==> config.mk <==
export PLATFORM = sky130hd
export DESIGN_NAME = debounce_fsm
export DESIGN_NICKNAME = d
export VERILOG_FILES = /design/src/rtl/debounce_fsm.sv
export SDC_FILE = /design/constraint.sdc
export NUM_CORES = 1
export LEC_CHECK = 0
export ABC_CLOCK_PERIOD_IN_PS = 2200
export BUFFER_PORTS_ARGS = -buffer_cell sky130_fd_sc_hd__buf_2
export CAP_MARGIN = 0
export CORE_UTILIZATION = 52
export DETAILED_ROUTE_END_ITERATION = 7
export PLACE_DENSITY = 0.69
export SLEW_MARGIN = 10
export SYNTH_ARGS = -nofsm -noshare
export SYNTH_HDL_FRONTEND = slang
export SYNTH_SLANG_ARGS = --single-unit
==> constraint.sdc <==
create_clock -name clk -period 2.2 [get_ports clk]
set_clock_uncertainty 0.1 [all_clocks]
set_input_delay 0.22 -clock clk [delete_from_list [all_inputs] [get_ports clk]]
set_output_delay 0.22 -clock clk [all_outputs]
set_load 0.005 [all_outputs]
==> src/rtl/debounce_fsm.sv <==
// debounce_fsm: synchronizes a bouncy switch and qualifies each level change
// over 2^N stable cycles, emitting a clean level and a one-cycle rise tick.
module debounce_fsm #(
    parameter int N = 21
) (
    input  logic clk,
    input  logic rst,
    input  logic sw,
    output logic db_level,
    output logic db_tick
);
    // Bit 1 of the encoding is the debounced level, so db_level is a flop output
    localparam logic [1:0] ZERO  = 2'b00;
    localparam logic [1:0] WAIT1 = 2'b01;
    localparam logic [1:0] ONE   = 2'b10;
    localparam logic [1:0] WAIT0 = 2'b11;

    logic         s1_q, s2_q;
    logic [1:0]   state_q, state_d;
    logic [N-1:0] cnt_q, cnt_d;
    logic         tick_q, tick_d;
    logic         cnt_zero;

    assign cnt_zero = cnt_q == '0;
    assign tick_d   = state_q == WAIT1 && s2_q && cnt_zero;

    always_comb begin
        state_d = state_q;
        cnt_d   = cnt_q;
        case (state_q)
            ZERO:
                if (s2_q) begin
                    state_d = WAIT1;
                    cnt_d   = '1;
                end
            WAIT1:
                if (!s2_q)
                    state_d = ZERO;
                else if (!cnt_zero)
                    cnt_d = cnt_q - N'(1);
                else
                    state_d = ONE;
            ONE:
                if (!s2_q) begin
                    state_d = WAIT0;
                    cnt_d   = '1;
                end
            WAIT0:
                if (s2_q)
                    state_d = ONE;
                else if (!cnt_zero)
                    cnt_d = cnt_q - N'(1);
                else
                    state_d = ZERO;
            default:
                state_d = ZERO;
        endcase
    end

    always_ff @(posedge clk or posedge rst) begin
        if (rst) begin
            s1_q    <= 1'b0;
            s2_q    <= 1'b0;
            state_q <= ZERO;
            cnt_q   <= '0;
            tick_q  <= 1'b0;
        end else begin
            s1_q    <= sw;
            s2_q    <= s1_q;
            state_q <= state_d;
            cnt_q   <= cnt_d;
            tick_q  <= tick_d;
        end
    end

    assign db_level = state_q[1];
    assign db_tick  = tick_q;
endmodule

==> flow_summary.yaml, run 1 <==
run_status:
  status: "finished, final reports clean"
route:
  routed_wirelength_um: 3640
  wl_per_cell_um: 17.0
  drt-initial-drc-count: 64
  drc: 0
  ant_nets: 0
  via_count: 1420
  firstDrtPassIters: 4
  viasPerCell: 6.64
worst_hold_path:
  hp-class: "flip-flop to flip-flop"
  whs_path_depth: 0
die:
  io_pins: 5
  die_w_um: 57.3
  start_util: 0.563
  core_mm2: 0.00283
  rows: 19
  die-area_mm2: 0.00329
  die_y_um: 57.3
cells_and_area:
  antennaDiodeCount: 0
  layout-drive-gt1-share: 0.148
  design_area_mm2: 0.00175
  seqCellArea_um2: 651
  syn2layout_area_growth_pct: 9.90
  final_cells: 214
  fillCellCount: 241
  layout_common_cells: "26 x dfrtp_1, 21 x nor2_1, 12 x inv_1, 11 x nor4_1, 9 x nand4_1"
  final_common_cell: "dfrtp_1"
  multiInputGateArea_um2: 881
  nNetsFinal: 190
worst_setup_path:
  crit_type: "flip-flop to flip-flop"
  crit_arrival_ns: 2.19
  setup.worst_path.end_class: "flip-flop"
  path_max_fanout: 14
  worst-path-buf-inv: 1
  cp-start-kind: "flip-flop"
  critical_path_required_ns: 2.33
  crit_path_top_delay_cell: "dfrtp_1"
  path_cells: "inv_1 -> ha_1 -> and3b_1 -> and4_2 -> or3_1 -> a311oi_1"
  reg2reg_depth: 6
  cp_top_family: "simple AND/OR/NAND/NOR gates"
  critPathMaxStageDelay_ns: 0.42
  path_depth: 6
clock_network:
  post-cts-setup-buffers: 0
  cts_tree: "yes"
  numCtsBuffers: 3
  clock_tree.root_cell: "clkbuf_4"
  htreeDepth: 1
  cts.sinks: 26
  clkTransAtPathRegs_ns: 0.13
  worstSkewPairLatency_ns: 0.32
  cts_buffer_depth: 2
timing:
  min_period_over_period: 0.938
  hold_viol: 0
  fin_ws_ns: 0.137
  fin_crit_ns: 2.06
  slew-limit-headroom: 0.587
  rsz0062_at_grt: "true"
  final.setup.tns_ns: 0
  finalMaxSlewViolations: 0
  fmax_ghz: 0.485
  tightest_slew_ns: 0.617
  setup_viol: 0
yosys:
  yosysTopAreaCell: "dfrtp_1"
  synth_nets: 178
  syn_area_per_cell_um2: 9.21
  synthesis.area_mm2: 0.00159
  async_reset_ff_frac: 1.00
  synth_top_area_frac: 0.408
  seq_area_frac_synth: 0.408
  synth_cells: 173
  ys.flop_type: "dfrtp_1"
  synth_area_leaders: "dfrtp_1 41%, nor2_1 4.9%, mux2i_1 4.4%"
  ys_ff_latch: 26
  synth_cell_types: 46
  synth_warnings: 0
  synth-edff-count: 0
global_route:
  antenna_found_initial: 0
  overflow: 0
  grt_pass1_wl_um: 6600
  grt_usage: 0.261
  grt_pass1_vias: 1470
  grt_start_max_net_pins: 27
power:
  vdd_drop_max_v: 0.000273
  p_leak_nw: 0.663
  powerDensity_mw_per_mm2: 516
place:
  placed_cells_incl_taps: 209
  dp_hpwl_um: 2670
  place_congestion: 0.918
  place_area_mm2: 0.00169
  pre_cts_slack_ns: 0.126
  io_buffers: 4
job:
  maxCapViolCount: 0
## flip-flops by register name, indices dropped and copies added, names as in the netlist, named ones only
register  cells
state_q       1
db_tick       1
s1_q          1
cnt_q        21
s2_q          1
## routing by layer
| layer | up-vias | wire [µm] | track usage |
|---|---|---|---|
| met3 | 5 | 148 | 0.0363 |
| met1 | 699 | 1590 | 0.338 |
| met4 | 0 | 40 | 0.108 |
| met5 | - | 0 | 0 |
| met2 | 37 | 1870 | 0.440 |
| li1 | 679 | - | - |
## worst paths after layout
check                                           from                    end  slack (ns)
worst max-delay path            cnt_q[0]$_DFFE_PP0P_  cnt_q[19]$_DFFE_PP0P_        0.14
worst min-delay path                  s1_q$_DFF_PP0_         s2_q$_DFF_PP0_        0.27
worst max register to register  cnt_q[0]$_DFFE_PP0P_  cnt_q[19]$_DFFE_PP0P_        0.14
worst min register to register        s1_q$_DFF_PP0_         s2_q$_DFF_PP0_        0.27
max in group asynchronous                        rst   cnt_q[2]$_DFFE_PP0P_        1.38
min in group asynchronous                        rst  cnt_q[15]$_DFFE_PP0P_        0.38
## synth_stat cells, drive strengths merged, types with 2 or more instances
cell and number:
and2 6, a31oi 2, a21oi 3, nor3 4, mux2i 7, and4 2
nor4 14, or4 3, or3 2, ha 2, and3 4, a311oi 4
nand2 6, nor3b 2, nor2 21, nand3 9, o21ai 4, a211oi 5
nand4 9, inv 12, o31ai 3, dfrtp 26, buf 4, clkbuf 3
o311a 3
## final cells by class
cell class,count,area share
clock buffer,3,0.0129
inverter,12,0.0257
multi-input combinational,128,0.503
sequential,26,0.372
tap,31,0.0222
timing repair buffer,14,0.0643
## stage by stage
step | power [W] | hold slack [ns] | util
after floorplan | 0.000662 | 0.151 | -
after global placement | 0.000698 | 0.183 | 0.598
after detailed placement | 0.000707 | 0.189 | 0.598
after CTS | 0.000907 | 0.276 | 0.613
after global routing | 0.000956 | 0.293 | 0.619
final | 0.000903 | 0.272 | 0.619
## where the power goes
| group | internal, W | total (W) | switching (W) |
|---|---|---|---|
| sequential | 0.000515 | 0.000577 | 0.0000626 |
| combinational | 0.0000566 | 0.000128 | 0.0000711 |
| clock | 0.0000642 | 0.000198 | 0.000134 |
## logic make-up (layout without fill, tap and decap cells)
group	after synthesis	after routing	synth area share
AOI/OAI and AO/OA	29	29	0.134
xor gates and xnor gates	2	2	0.0110
adders and majority gates	2	2	0.0157
buffers and inverters	19	29	0.0487
DFF	26	26	0.408
muxes	8	8	0.0511
and+or+nand+nor	87	87	0.331
## what timing repair did
| item | 4_1_cts | 5_1_grt |
|---|---|---|
| endpoints found under the hold margin | 27 | 0 |
| endpoints found under the setup margin | 0 | 4 |
| hold buffers | 2 | 0 |
| gates resized for setup | 0 | 3 |
## worst reg2reg max path: cells and delay by family, from the launching register on
family / cells / cell delay, ns
and+or+nand+nor: 3 / 0.90
DFF: 1 / 0.42
buffers and inverters: 1 / 0.08
AOI/OAI and AO/OA: 1 / 0.27
adders and majority gates: 1 / 0.20
(Power assumes the default switching activity.)
==> run 2, diff against run 1 <==
--- a/config.mk
+++ b/config.mk
@@ -5,12 +5,12 @@
 export SDC_FILE = /design/constraint.sdc
 export NUM_CORES = 1
 export LEC_CHECK = 0
-export ABC_CLOCK_PERIOD_IN_PS = 2200
+export ABC_CLOCK_PERIOD_IN_PS = 1800
 export BUFFER_PORTS_ARGS = -buffer_cell sky130_fd_sc_hd__buf_2
 export CAP_MARGIN = 0
 export CORE_UTILIZATION = 52
 export DETAILED_ROUTE_END_ITERATION = 7
-export PLACE_DENSITY = 0.69
+export PLACE_DENSITY = 0.71
 export SLEW_MARGIN = 10
 export SYNTH_ARGS = -nofsm -noshare
 export SYNTH_HDL_FRONTEND = slang
==> constraint.sdc (replaced) <==
create_clock -name clk -period 1.8 [get_ports clk]
set_clock_uncertainty 0.1 [all_clocks]
set_input_delay 0.18 -clock clk [delete_from_list [all_inputs] [get_ports clk]]
set_output_delay 0.18 -clock clk [all_outputs]
set_load 0.005 [all_outputs]
==> run 2 against run 1 <==
- the run now ends with setup timing left
- cell count is 23% higher
- count of clock-buffer cells in the layout is 1 higher
- power is 43% higher
- global-route usage is 6.0 points higher
- critical endpoint is now cnt_q[14]$_DFFE_PP0P_
- highest routed layer unchanged
==> flow_summary.yaml, run 2 (same netlist as run 1, synthesis figures left out) <==
die:
  die-area_mm2: 0.00329
  io_pins: 5
  start_util: 0.563
  rows: 19
  core_mm2: 0.00283
  die_w_um: 57.3
  die_y_um: 57.3
cells_and_area:
  layout-drive-gt1-share: 0.481
  largest-register: "cnt_q"
  antennaDiodeCount: 0
  largest_reg_flops: 21
  nNetsFinal: 239
  design_area_mm2: 0.00238
  layout_common_cells: "52 x buf_4, 26 x dfrtp_1, 19 x nor2_1, 10 x inv_1, 9 x nand4_1"
  final_common_cell: "buf_4"
  syn2layout_area_growth_pct: 49.6
clock_network:
  clkTransAtPathRegs_ns: 0.15
  cts.sinks: 26
  clock_tree.root_cell: "clkbuf_4"
  numCtsBuffers: 3
  cts_buffer_depth: 2
  htreeDepth: 1
  worstSkewPairLatency_ns: 0.33
  cts_tree: "yes"
route:
  viasPerCell: 6.94
  via_count: 1831
  wl_met2_um: 2900
  met3_length_um: 475
  drc: 0
  firstDrtPassIters: 5
  routed_wirelength_um: 5650
  ant_nets: 0
  wl_met1_um: 1960
  drt-initial-drc-count: 140
  wl_per_cell_um: 21.4
  top_layer_used: "met4"
run_status:
  violations: "setup timing"
  status: "finished with violations"
worst_setup_path:
  crit_type: "flip-flop to flip-flop"
  regToRegEndpoint: "cnt_q[14]$_DFFE_PP0P_"
  r2r_start: "cnt_q[12]$_DFFE_PP0P_"
  setup.worst_path.end_class: "flip-flop"
  cp-start-kind: "flip-flop"
  ff2ff_setup_slack_ns: -0.13
  crit_start: "cnt_q[12]$_DFFE_PP0P_"
  reg2reg_depth: 6
  path_max_fanout: 4
  endpoint: "cnt_q[14]$_DFFE_PP0P_"
  critPathMaxStageDelay_ns: 0.44
  crit_arrival_ns: 2.08
  crit_path_top_delay_cell: "dfrtp_1"
  path_cells: "buf_6 -> nor4_4 -> buf_4 -> nand2b_4 -> o311a_1 -> a211oi_2"
  critical_path_required_ns: 1.95
global_route:
  grt_pass1_vias: 1695
  antenna_found_initial: 0
  overflow: 0
  grt_pass1_wl_um: 7830
  grt_usage: 0.321
  grt_start_max_net_pins: 27
timing:
  finalMaxSlewViolations: 0
  fmax_ghz: 0.517
  fin_crit_ns: 1.93
  rsz0062_at_grt: "true"
  min_period_over_period: 1.07
  hold_viol: 0
  slew-limit-headroom: 0.554
  final.setup.tns_ns: -1.96
  fin_ws_ns: -0.135
  tightest_slew_ns: 0.667
  setup_viol: 23
place:
  dp_hpwl_um: 3040
  place_congestion: 0.929
  place_area_mm2: 0.00201
  io_buffers: 4
power:
  p_leak_nw: 0.960
  vdd_drop_max_v: 0.000443
  powerDensity_mw_per_mm2: 543
worst_hold_path:
  hp-class: "flip-flop to flip-flop"
  whs_path_depth: 0
job:
  maxCapViolCount: 0
==> run 2: changes by cell type in the layout (fill, tap and decap cells not counted), moves of 3 or more <==
cell,before,now
a211oi_1,5,1
a211oi_2,0,3
o21ai_0,4,1
nor4_4,3,7
nor4_2,0,3
nor4_1,11,4
buf_6,0,4
buf_4,7,52
==> run 2: worst min-delay path by stage <==
stage | endpoint | start | slack (ns)
2_1_floorplan | s1_q$_DFF_PP0_ | sw | 0.11
3_3_place_gp | cnt_q[19]$_DFFE_PP0P_ | rst | 0.14
3_5_place_dp | cnt_q[18]$_DFFE_PP0P_ | rst | 0.15
4_1_cts | s2_q$_DFF_PP0_ | s1_q$_DFF_PP0_ | 0.28
5_1_grt | s2_q$_DFF_PP0_ | s1_q$_DFF_PP0_ | 0.28
6_report | s2_q$_DFF_PP0_ | s1_q$_DFF_PP0_ | 0.28
==> run 2: through the flow <==
| step | hold slack, ns | power, W | std cells | util | setup slack [ns] |
|---|---|---|---|---|---|
| global placement | 0.145 | 0.000923 | 248 | 0.711 | -0.125 |
| global route | 0.283 | 0.00134 | 264 | 0.843 | -0.202 |
| detailed placement | 0.153 | 0.000933 | 248 | 0.711 | -0.219 |
| floorplan | 0.111 | 0.000818 | 173 | - | -0.00245 |
| CTS | 0.277 | 0.00125 | 260 | 0.792 | -0.0465 |
| finish | 0.275 | 0.00129 | 264 | 0.843 | -0.135 |
==> run 2: layout make-up <==
class                           instances  area, µm²
Multi-Input combinational cell        129       1140
Sequential cell                        26        651
Timing Repair Buffer                   62        475
Fill cell                             145        445
Inverter                               12       45.0
Tap cell                               31       38.8
Clock buffer                            4       36.3
==> run 2: critical path: cells and delay by family, from the launching register on <==
kind / cells / cell delay [ns]
compound gates: 2 / 0.63
buf+inv: 2 / 0.34
simple gates: 2 / 0.35
flops: 1 / 0.44
==> run 2: where the power goes <==
part / total, W / switching, W / internal, W
Clock: 0.000303 / 0.000179 / 0.000124
Combinational: 0.000311 / 0.000176 / 0.000136
Sequential: 0.000680 / 0.0000502 / 0.000629
Total: 0.00129 / 0.000405 / 0.000889
==> run 2: repair_timing <==
action	4_1_cts	5_1_grt
hold buffers	2	0
gates resized for setup	26	24
endpoints found under the setup margin	16	24
endpoints found under the hold margin	27	0
setup buffers	7	3
cloned	0	1
pin swaps	18	13
==> run 2: layer usage <==
metal / GRT usage / vias to the layer above
met1: 0.370 / 877
met2: 0.542 / 132
met5: 0 / -
li1: - / 779
met4: 0.202 / 0
met3: 0.0680 / 43
